$ cat config.mk
export PLATFORM = sky130hd
export DESIGN_NAME = seq_mag_comp
export DESIGN_NICKNAME = d
export VERILOG_FILES = /design/src/rtl/seq_mag_comp.sv
export SDC_FILE = /design/constraint.sdc
export NUM_CORES = 1
export LEC_CHECK = 0
export CAP_MARGIN = 10
export CORE_ASPECT_RATIO = 0.75
export CORE_MARGIN = 2
export CORE_UTILIZATION = 45
export DETAILED_ROUTE_END_ITERATION = 10
export GPL_ROUTABILITY_DRIVEN = 0
export PLACE_DENSITY = 0.71
export SYNTH_ARGS = -nofsm -noshare
export SYNTH_HDL_FRONTEND = slang
export SYNTH_SLANG_ARGS = --single-unit
$ cat constraint.sdc
create_clock -name clk -period 6.36 [get_ports clk]
set_input_delay 1.59 -clock clk [delete_from_list [all_inputs] [get_ports clk]]
set_output_delay 1.59 -clock clk [all_outputs]
set_load 0.05 [all_outputs]
$ cat src/rtl/seq_mag_comp.sv
// ---------------------------------------------------------------------------
// seq_mag_comp
// Sequential magnitude comparator. Compares two WIDTH-bit operands SLICE bits
// per cycle, starting at the most significant slice, and stops as soon as a
// slice differs. Signed compares are folded into an unsigned compare by
// flipping the MSB of both operands when they are latched.
//
// Ports
//   clk          : clock, rising edge
//   rst          : asynchronous active-high reset
//   in_valid     : operand pair offered
//   in_ready     : block can accept an operand pair (IDLE only)
//   A, B         : operands
//   signed_mode  : 1 = two's-complement compare, 0 = unsigned
//   out_valid    : result present (DONE only)
//   out_ready    : consumer takes the result
//   A_gt_b       : A > B
//   A_lt_b       : A < B
//   A_eq_b       : A == B
//   slices_used  : slices examined for the current result
// ---------------------------------------------------------------------------
module seq_mag_comp #(
    parameter int unsigned WIDTH = 16,
    parameter int unsigned SLICE = 4
) (
    input  logic                                    clk,
    input  logic                                    rst,
    input  logic                                    in_valid,
    output logic                                    in_ready,
    input  logic [WIDTH-1:0]                        A,
    input  logic [WIDTH-1:0]                        B,
    input  logic                                    signed_mode,
    output logic                                    out_valid,
    input  logic                                    out_ready,
    output logic                                    A_gt_b,
    output logic                                    A_lt_b,
    output logic                                    A_eq_b,
    output logic [$clog2(WIDTH/SLICE+1)-1:0]        slices_used
);

    localparam int unsigned NSLICE = WIDTH / SLICE;
    localparam int unsigned UW     = $clog2(NSLICE + 1);
    localparam int unsigned IDXW   = (NSLICE > 1) ? $clog2(NSLICE) : 1;
    localparam logic [WIDTH-1:0] MSB_MASK = WIDTH'(1) << (WIDTH - 1);

    typedef enum logic [1:0] {
        S_IDLE = 2'd0,
        S_CMP  = 2'd1,
        S_DONE = 2'd2
    } state_t;

    state_t             r_state;
    logic [WIDTH-1:0]   r_a;
    logic [WIDTH-1:0]   r_b;
    logic [IDXW-1:0]    r_idx;
    logic [UW-1:0]      r_used;
    logic               r_in_ready;
    logic               r_out_valid;
    logic               r_gt;
    logic               r_lt;
    logic               r_eq;

    logic [SLICE-1:0]   w_a_sl;
    logic [SLICE-1:0]   w_b_sl;
    logic               w_accept;
    logic [WIDTH-1:0]   w_flip;

    // Current slice pair under comparison
    assign w_a_sl   = r_a[int'(r_idx) * SLICE +: SLICE];
    assign w_b_sl   = r_b[int'(r_idx) * SLICE +: SLICE];
    assign w_accept = in_valid && r_in_ready && (r_state == S_IDLE);
    // Flipping the sign bit maps two's-complement order onto unsigned order
    assign w_flip   = signed_mode ? MSB_MASK : '0;

    // Control FSM with registered outputs
    always_ff @(posedge clk or posedge rst) begin
        if (rst) begin
            r_state     <= S_IDLE;
            r_a         <= '0;
            r_b         <= '0;
            r_idx       <= '0;
            r_used      <= '0;
            r_in_ready  <= 1'b0;
            r_out_valid <= 1'b0;
            r_gt        <= 1'b0;
            r_lt        <= 1'b0;
            r_eq        <= 1'b0;
        end else begin
            case (r_state)
                S_IDLE: begin
                    if (w_accept) begin
                        r_a        <= A ^ w_flip;
                        r_b        <= B ^ w_flip;
                        r_idx      <= IDXW'(NSLICE - 1);
                        r_used     <= '0;
                        r_in_ready <= 1'b0;
                        r_state    <= S_CMP;
                    end else begin
                        r_in_ready <= 1'b1;
                    end
                end
                S_CMP: begin
                    r_used <= r_used + UW'(1);
                    if (w_a_sl > w_b_sl) begin
                        r_gt        <= 1'b1;
                        r_out_valid <= 1'b1;
                        r_state     <= S_DONE;
                    end else if (w_a_sl < w_b_sl) begin
                        r_lt        <= 1'b1;
                        r_out_valid <= 1'b1;
                        r_state     <= S_DONE;
                    end else if (r_idx == '0) begin
                        r_eq        <= 1'b1;
                        r_out_valid <= 1'b1;
                        r_state     <= S_DONE;
                    end else begin
                        r_idx <= r_idx - IDXW'(1);
                    end
                end
                S_DONE: begin
                    // Result and slices_used hold until the consumer takes it
                    if (out_ready) begin
                        r_gt        <= 1'b0;
                        r_lt        <= 1'b0;
                        r_eq        <= 1'b0;
                        r_out_valid <= 1'b0;
                        r_in_ready  <= 1'b1;
                        r_state     <= S_IDLE;
                    end
                end
                default: begin
                    r_state <= S_IDLE;
                end
            endcase
        end
    end

    assign in_ready    = r_in_ready;
    assign out_valid   = r_out_valid;
    assign A_gt_b      = r_gt;
    assign A_lt_b      = r_lt;
    assign A_eq_b      = r_eq;
    assign slices_used = r_used;

endmodule

==> impl_metrics.yaml, run 1 <==
synth:
  synth-main-ff-cell: "dfrtp_1"
  synthDominantAreaCellType: "dfrtp_1"
  cell_with_the_most_instances_after_synthesis: "dfrtp_1"
  post_synth_num_cell_types: 37
  synth-edff-count: 0
  mapped_nets: 220
  netlist_area_um2: 2210
  synth.ff_latch_count: 44
  synth_top_cell_area_share_pct: 49.9
  post_synth.cell_area_avg_um2: 12.7
  synth_async_sr_flop_share_pct: 100
  yosysWarnings: 0
  synth_instances: 174
  synth_sequential_area_ratio_pct: 49.9
  netlist_top_cells_area: "dfrtp_1 (50%), mux2_2 (15%), mux4_2 (8.2%)"
  synth_top_cells_by_count: "dfrtp_1 (44), mux2_2 (30), nand2_1 (15)"
worst_setup_path:
  crit_path_cell_trace: "clkdlybuf4s50_1"
  cp.arrival_ns: 1.52
  worst_r2r_startpoint: "r_idx[0]$_DFFE_PP0P_"
  worstSetupEndpointType: "output pin"
  critical-path-slowest-cell: "clkdlybuf4s50_1"
  critical-path-top-delay-family: "buffers and inverters"
  category_of_the_critical_setup_timing_path: "flop to output pin"
  crit_cells: 1
  critical-path-max-stage-delay_ns: 0.82
  regToRegSetupSlack_ns: 3.40
  worst_r2r_endpoint: "r_state[0]$_DFFE_PP0P_"
  element_type_at_the_critical_path_start: "flop"
  critical_path_peak_fanout: 5
  worstPathBufferInverterCount: 1
  critical_path_required_ns: 4.77
  rr_worst_depth: 6
sta:
  worstMarginPinSlew_ns: 0.651
  setup_tns_ns: 0
  post_route_clock_period_utilization_pct: 48.9
  fmax_ghz: 0.321
  final.setup_skew_ns: 0.00440
  unrepaired_setup_endpoints_after_global_routing: "no"
  setup_viol_count_final: 0
  finalMaxSlewViolations: 0
  layout_min_cycle_time_ns: 3.11
  timing.max_slew.rel_slack_pct: 56.6
  final_hold_viol_count: 0
clock_tree:
  ctsHtreeMaxLevel: 2
  post_cts_resized: 0
  tritoncts_num_sinks: 44
  clk_transition_reported_paths_ns: 0.08
  cts-root-buf: "clkbuf_8"
  cts_post_setup_buffers_inserted: 0
  cts_buffers: 5
  cts_hold_buffers: 0
  cts_tree: "done"
  clockBufferDepth: 2
  worst_skew_pair.late_latency_ns: 0.29
cells_and_area:
  synthToLayoutAreaGrowth_pct: 26.1
  antenna-diode-count: 0
  finish.utilization_pct: 57.8
  design.final.nets: 266
  share_of_post_route_cells_with_drive_strength_above_1_pct: 23.2
job:
  max-cap-violations: 0
die:
  initial_utilization_pct: 45.8
  core_area_um2: 4820
  row_count: 22
  die_y_um: 64.7
  io_pins: 45
  design.die.area_um2: 5490
  floorplan.die.width_um: 84.9
worst_hold_path:
  worstHoldPathType: "flop to flop"
  min_delay_worst_endpoint: "r_a[15]$_DFFE_PP0P_"
  worstHoldPathCells: 2
  worstHoldStart: "r_a[15]$_DFFE_PP0P_"
power:
  ir_drop_worst_vdd_mv: 0.258
  power_density_nw_per_um2: 469
  p_leak_nw: 1.21
  total_power_w: 0.00131
status:
  outcome: "finished clean"
global_route:
  grt_pass1_vias: 1565
  grt_util_overall_pct: 16.2
  grt_start_max_net_pins: 45
  grt_pass1_wl_um: 7030
  total_overflow_reported_by_the_global_router: 0
  antenna_violations_before_repair: 0
routing:
  routed_wire_length_per_instance_um: 14.2
  route.final.wire_length_um: 3970
  drt_iter0_drcs: 90
  routed_via_density: 5.36
  drcViolationCount: 0
  num_vias: 1500
  dr.pass1.iters: 4
  detail-route-antenna-nets: 0
placement:
  dp_hpwl_um: 2910
  place.port_buffers: 44
[area by class of cell]
class                   count  area, µm²
clock buffers               6       72.6
inverters                  14       52.6
clock inverters             1       5.00
repair buffers             46        455
fillers                   436       2030
multi-input cells         109       1020
well taps                  60       75.1
flip-flops and latches     44       1100
[layout by cell type (no fill, tap or decap), drive strengths merged, types with 2 or more instances in the layout]
cell	Yosys	layout
a21oi	7	7
a311oi	2	2
buf	5	2
clkbuf	2	6
clkdlybuf4s50	0	44
clkinv	0	2
dfrtp	44	44
ha	9	9
inv	14	13
mux2	31	31
mux4	8	8
nand2	15	15
nand2b	2	2
nand3	4	4
nand4	2	2
nor2	3	3
o21ai	7	7
xnor2	2	2
[stage by stage]
step / std cells / worst slack [ns] / area [µm²] / hold slack, ns
after floorplan: 174 / 3.74 / 2210 / 0.445
after global placement: 273 / 3.25 / 2710 / 0.463
after detailed placement: 273 / 3.19 / 2710 / 0.480
after CTS: 280 / 3.23 / 2780 / 0.499
after global routing: 280 / 3.16 / 2780 / 0.520
final: 280 / 3.25 / 2780 / 0.492
[state kept, by name, summed over array words and instances, names as in the netlist, 2 cells and up]
register     flops
r_a             16
r_b             16
slices_used      3
r_idx            2
r_state          2
[worst max-delay path by stage]
stage,startpoint,endpoint,slack (ns)
floorplan,rst,A_eq_b$_DFFE_PP0P_,3.74
global placement,in_valid,r_state[0]$_DFFE_PP0P_,3.25
detailed placement,in_valid,r_state[0]$_DFFE_PP0P_,3.19
CTS,in_ready$_DFFE_PP0P_,in_ready,3.23
global route,r_idx[0]$_DFFE_PP0P_,r_state[0]$_DFFE_PP0P_,3.16
finish,in_ready$_DFFE_PP0P_,in_ready,3.25
[cells by family (layout without fill, tap and decap cells)]
group           count (synthesis)  after routing  synth area share (%)
simple gates                   31             31                  7.14
fa+ha+maj                       9              9                  5.10
xor+xnor                        2              2                 0.793
compound gates                 27             27                  8.84
buf+inv                        21             67                  3.85
flops                          44             44                  49.9
mux                            40             40                  24.4
[per-layer routing]
layer  GRT usage (%)  share of wire [%]  vias up
li1                -                  -      718
met5               0                  0        -
met4            4.17                1.2        0
met1            22.3                 49      743
met2            26.1                 46       34
met3            3.69                4.2        5
[tightest hold or removal path, delay by kind of cell (launching register included)]
family	cells	cell delay [ns]
AND/OR/NAND/NOR	1	0.05
flip-flops	1	0.35
AO/OA/AOI/OAI	1	0.06
[power breakdown]
part / switching [W] / internal, W / leakage, nW / total, W
registers: 0.0000783 / 0.000414 / 0.517 / 0.000492
logic: 0.000329 / 0.000321 / 0.648 / 0.000650
clock network: 0.0000896 / 0.0000747 / 0.0410 / 0.000164
No activity file was read; power rests on OpenSTA's default activity.
==> run 2, diff against run 1 <==
clock period = 3.2 ns   (was 6.36 ns; I/O delays follow)
==> impl_metrics.yaml, run 2 (same netlist as run 1, synthesis figures left out) <==
sta:
  unrepaired_setup_endpoints_after_global_routing: "no"
  fmax_ghz: 0.354
  timing.max_slew.rel_slack_pct: 63.5
  worstMarginPinSlew_ns: 0.548
  layout_min_cycle_time_ns: 2.83
  final_hold_viol_count: 0
  finalMaxSlewViolations: 0
  post_route_clock_period_utilization_pct: 88.4
  setup_tns_ns: 0
  final.setup_skew_ns: 0.00334
  setup_viol_count_final: 0
worst_setup_path:
  worstSetupEndpointType: "flop"
  crit_path_cell_trace: "mux4_2 -> ha_1 -> nand4_2 -> a311oi_4 -> a21oi_1 -> mux2_1"
  cp.arrival_ns: 3.00
  critical-path-slowest-cell: "dfrtp_1"
  category_of_the_critical_setup_timing_path: "flop to flop"
  critical_path_required_ns: 3.38
  critical_path_peak_fanout: 10
  rr_worst_depth: 6
  critical_path.startpoint: "r_idx[0]$_DFFE_PP0P_"
  element_type_at_the_critical_path_start: "flop"
  worst_r2r_startpoint: "r_idx[0]$_DFFE_PP0P_"
  critical-path-max-stage-delay_ns: 0.67
die:
  initial_utilization_pct: 45.8
  io_pins: 45
  die_y_um: 64.7
  core_area_um2: 4820
  row_count: 22
  design.die.area_um2: 5490
  floorplan.die.width_um: 84.9
cells_and_area:
  finish.utilization_pct: 58.4
  share_of_post_route_cells_with_drive_strength_above_1_pct: 24.2
  antenna-diode-count: 0
  synthToLayoutAreaGrowth_pct: 27.5
  fillerInstances: 393
  most_frequent_cells_in_the_layout: "dfrtp_1 (44), clkdlybuf4s50_1 (44), mux2_2 (30)"
  design.final.nets: 268
routing:
  drcViolationCount: 0
  drt_iter0_drcs: 87
  routed_via_density: 5.39
  detail-route-antenna-nets: 0
  dr.pass1.iters: 4
  route.final.wire_length_um: 4100
  num_vias: 1524
  routed_wire_length_per_instance_um: 14.5
global_route:
  total_overflow_reported_by_the_global_router: 0
  antenna_violations_before_repair: 0
  grt_pass1_wl_um: 7080
  grt_start_max_net_pins: 45
  grt_util_overall_pct: 16.4
  grt_pass1_vias: 1482
power:
  p_leak_nw: 1.22
  power_density_nw_per_um2: 940
  ir_drop_worst_vdd_mv: 0.613
clock_tree:
  cts-root-buf: "clkbuf_8"
  cts_tree: "done"
  tritoncts_num_sinks: 44
  cts_hold_buffers: 0
  ctsHtreeMaxLevel: 2
  clk_transition_reported_paths_ns: 0.08
  post_cts_resized: 0
  clockBufferDepth: 2
  cts_post_setup_buffers_inserted: 0
  worst_skew_pair.late_latency_ns: 0.29
  cts_buffers: 5
job:
  max-cap-violations: 0
placement:
  dp_hpwl_um: 3030
  place.port_buffers: 44
worst_hold_path:
  worstHoldPathType: "flop to flop"
  worstHoldPathCells: 2
  worstHoldStart: "r_a[15]$_DFFE_PP0P_"
status:
  outcome: "finished clean"
==> run 2: changes by cell type in the layout (fill, tap and decap cells not counted), sizes merged <==
cell      change
buf           +2
clkinv        -1
clkbuf        +1
clkinvlp      +1
==> run 2: per-stage QoR <==
stage | total power, W | cells | hold WS, ns | setup slack (ns) | area [µm²]
after global routing | 0.00285 | 283 | 0.511 | 0.135 | 2820
after floorplan | 0.00196 | 174 | 0.445 | 0.581 | 2210
final | 0.00265 | 283 | 0.486 | 0.372 | 2820
after global placement | 0.00227 | 275 | 0.469 | 0.443 | 2720
after detailed placement | 0.00230 | 275 | 0.471 | 0.342 | 2720
after CTS | 0.00267 | 283 | 0.490 | 0.324 | 2820
==> run 2: critical path, delay by kind of cell, from the launching register on <==
kind | cells | cell delay, ns
muxes | 2 | 0.90
and+or+nand+nor | 1 | 0.18
DFF | 1 | 0.67
adders and majority gates | 1 | 0.34
AOI/OAI and AO/OA | 2 | 0.62
==> run 2: path summary, 6_finish.rpt <==
check                                         endpoint  slack, ns
min in group asynchronous          r_b[12]$_DFFE_PP0P_       0.94
worst min register to register     r_a[15]$_DFFE_PP0P_       0.49
worst min-delay path               r_a[15]$_DFFE_PP0P_       0.49
worst max-delay path            r_state[0]$_DFFE_PP0P_       0.37
worst max register to register  r_state[0]$_DFFE_PP0P_       0.37
max in group asynchronous        out_valid$_DFFE_PP0P_       1.88
==> run 2: power breakdown <==
group	internal [W]	total [W]	switching [W]	leakage, nW
combinational	0.000644	0.00129	0.000649	0.657
sequential	0.000823	0.000997	0.000174	0.517
clock	0.000175	0.000356	0.000180	0.0445
total	0.00164	0.00265	0.00100	1.22
==> run 2: per-layer routing <==
metal	track usage [%]	wire length (µm)
met3	3.69	222
met2	24.6	1810
met4	3.57	12
met1	24.6	2050
met5	0	0
==> run 2: layout make-up <==
cell class              count  area, µm²  area share (%)
flip-flops and latches     44       1100            39.1
multi-input cells         109       1020            36.3
repair buffers             48        470            16.7
clock buffers               7       86.3            3.07
well taps                  60       75.1            2.67
inverters                  14       52.6            1.87
clock inverters             1       7.51           0.267
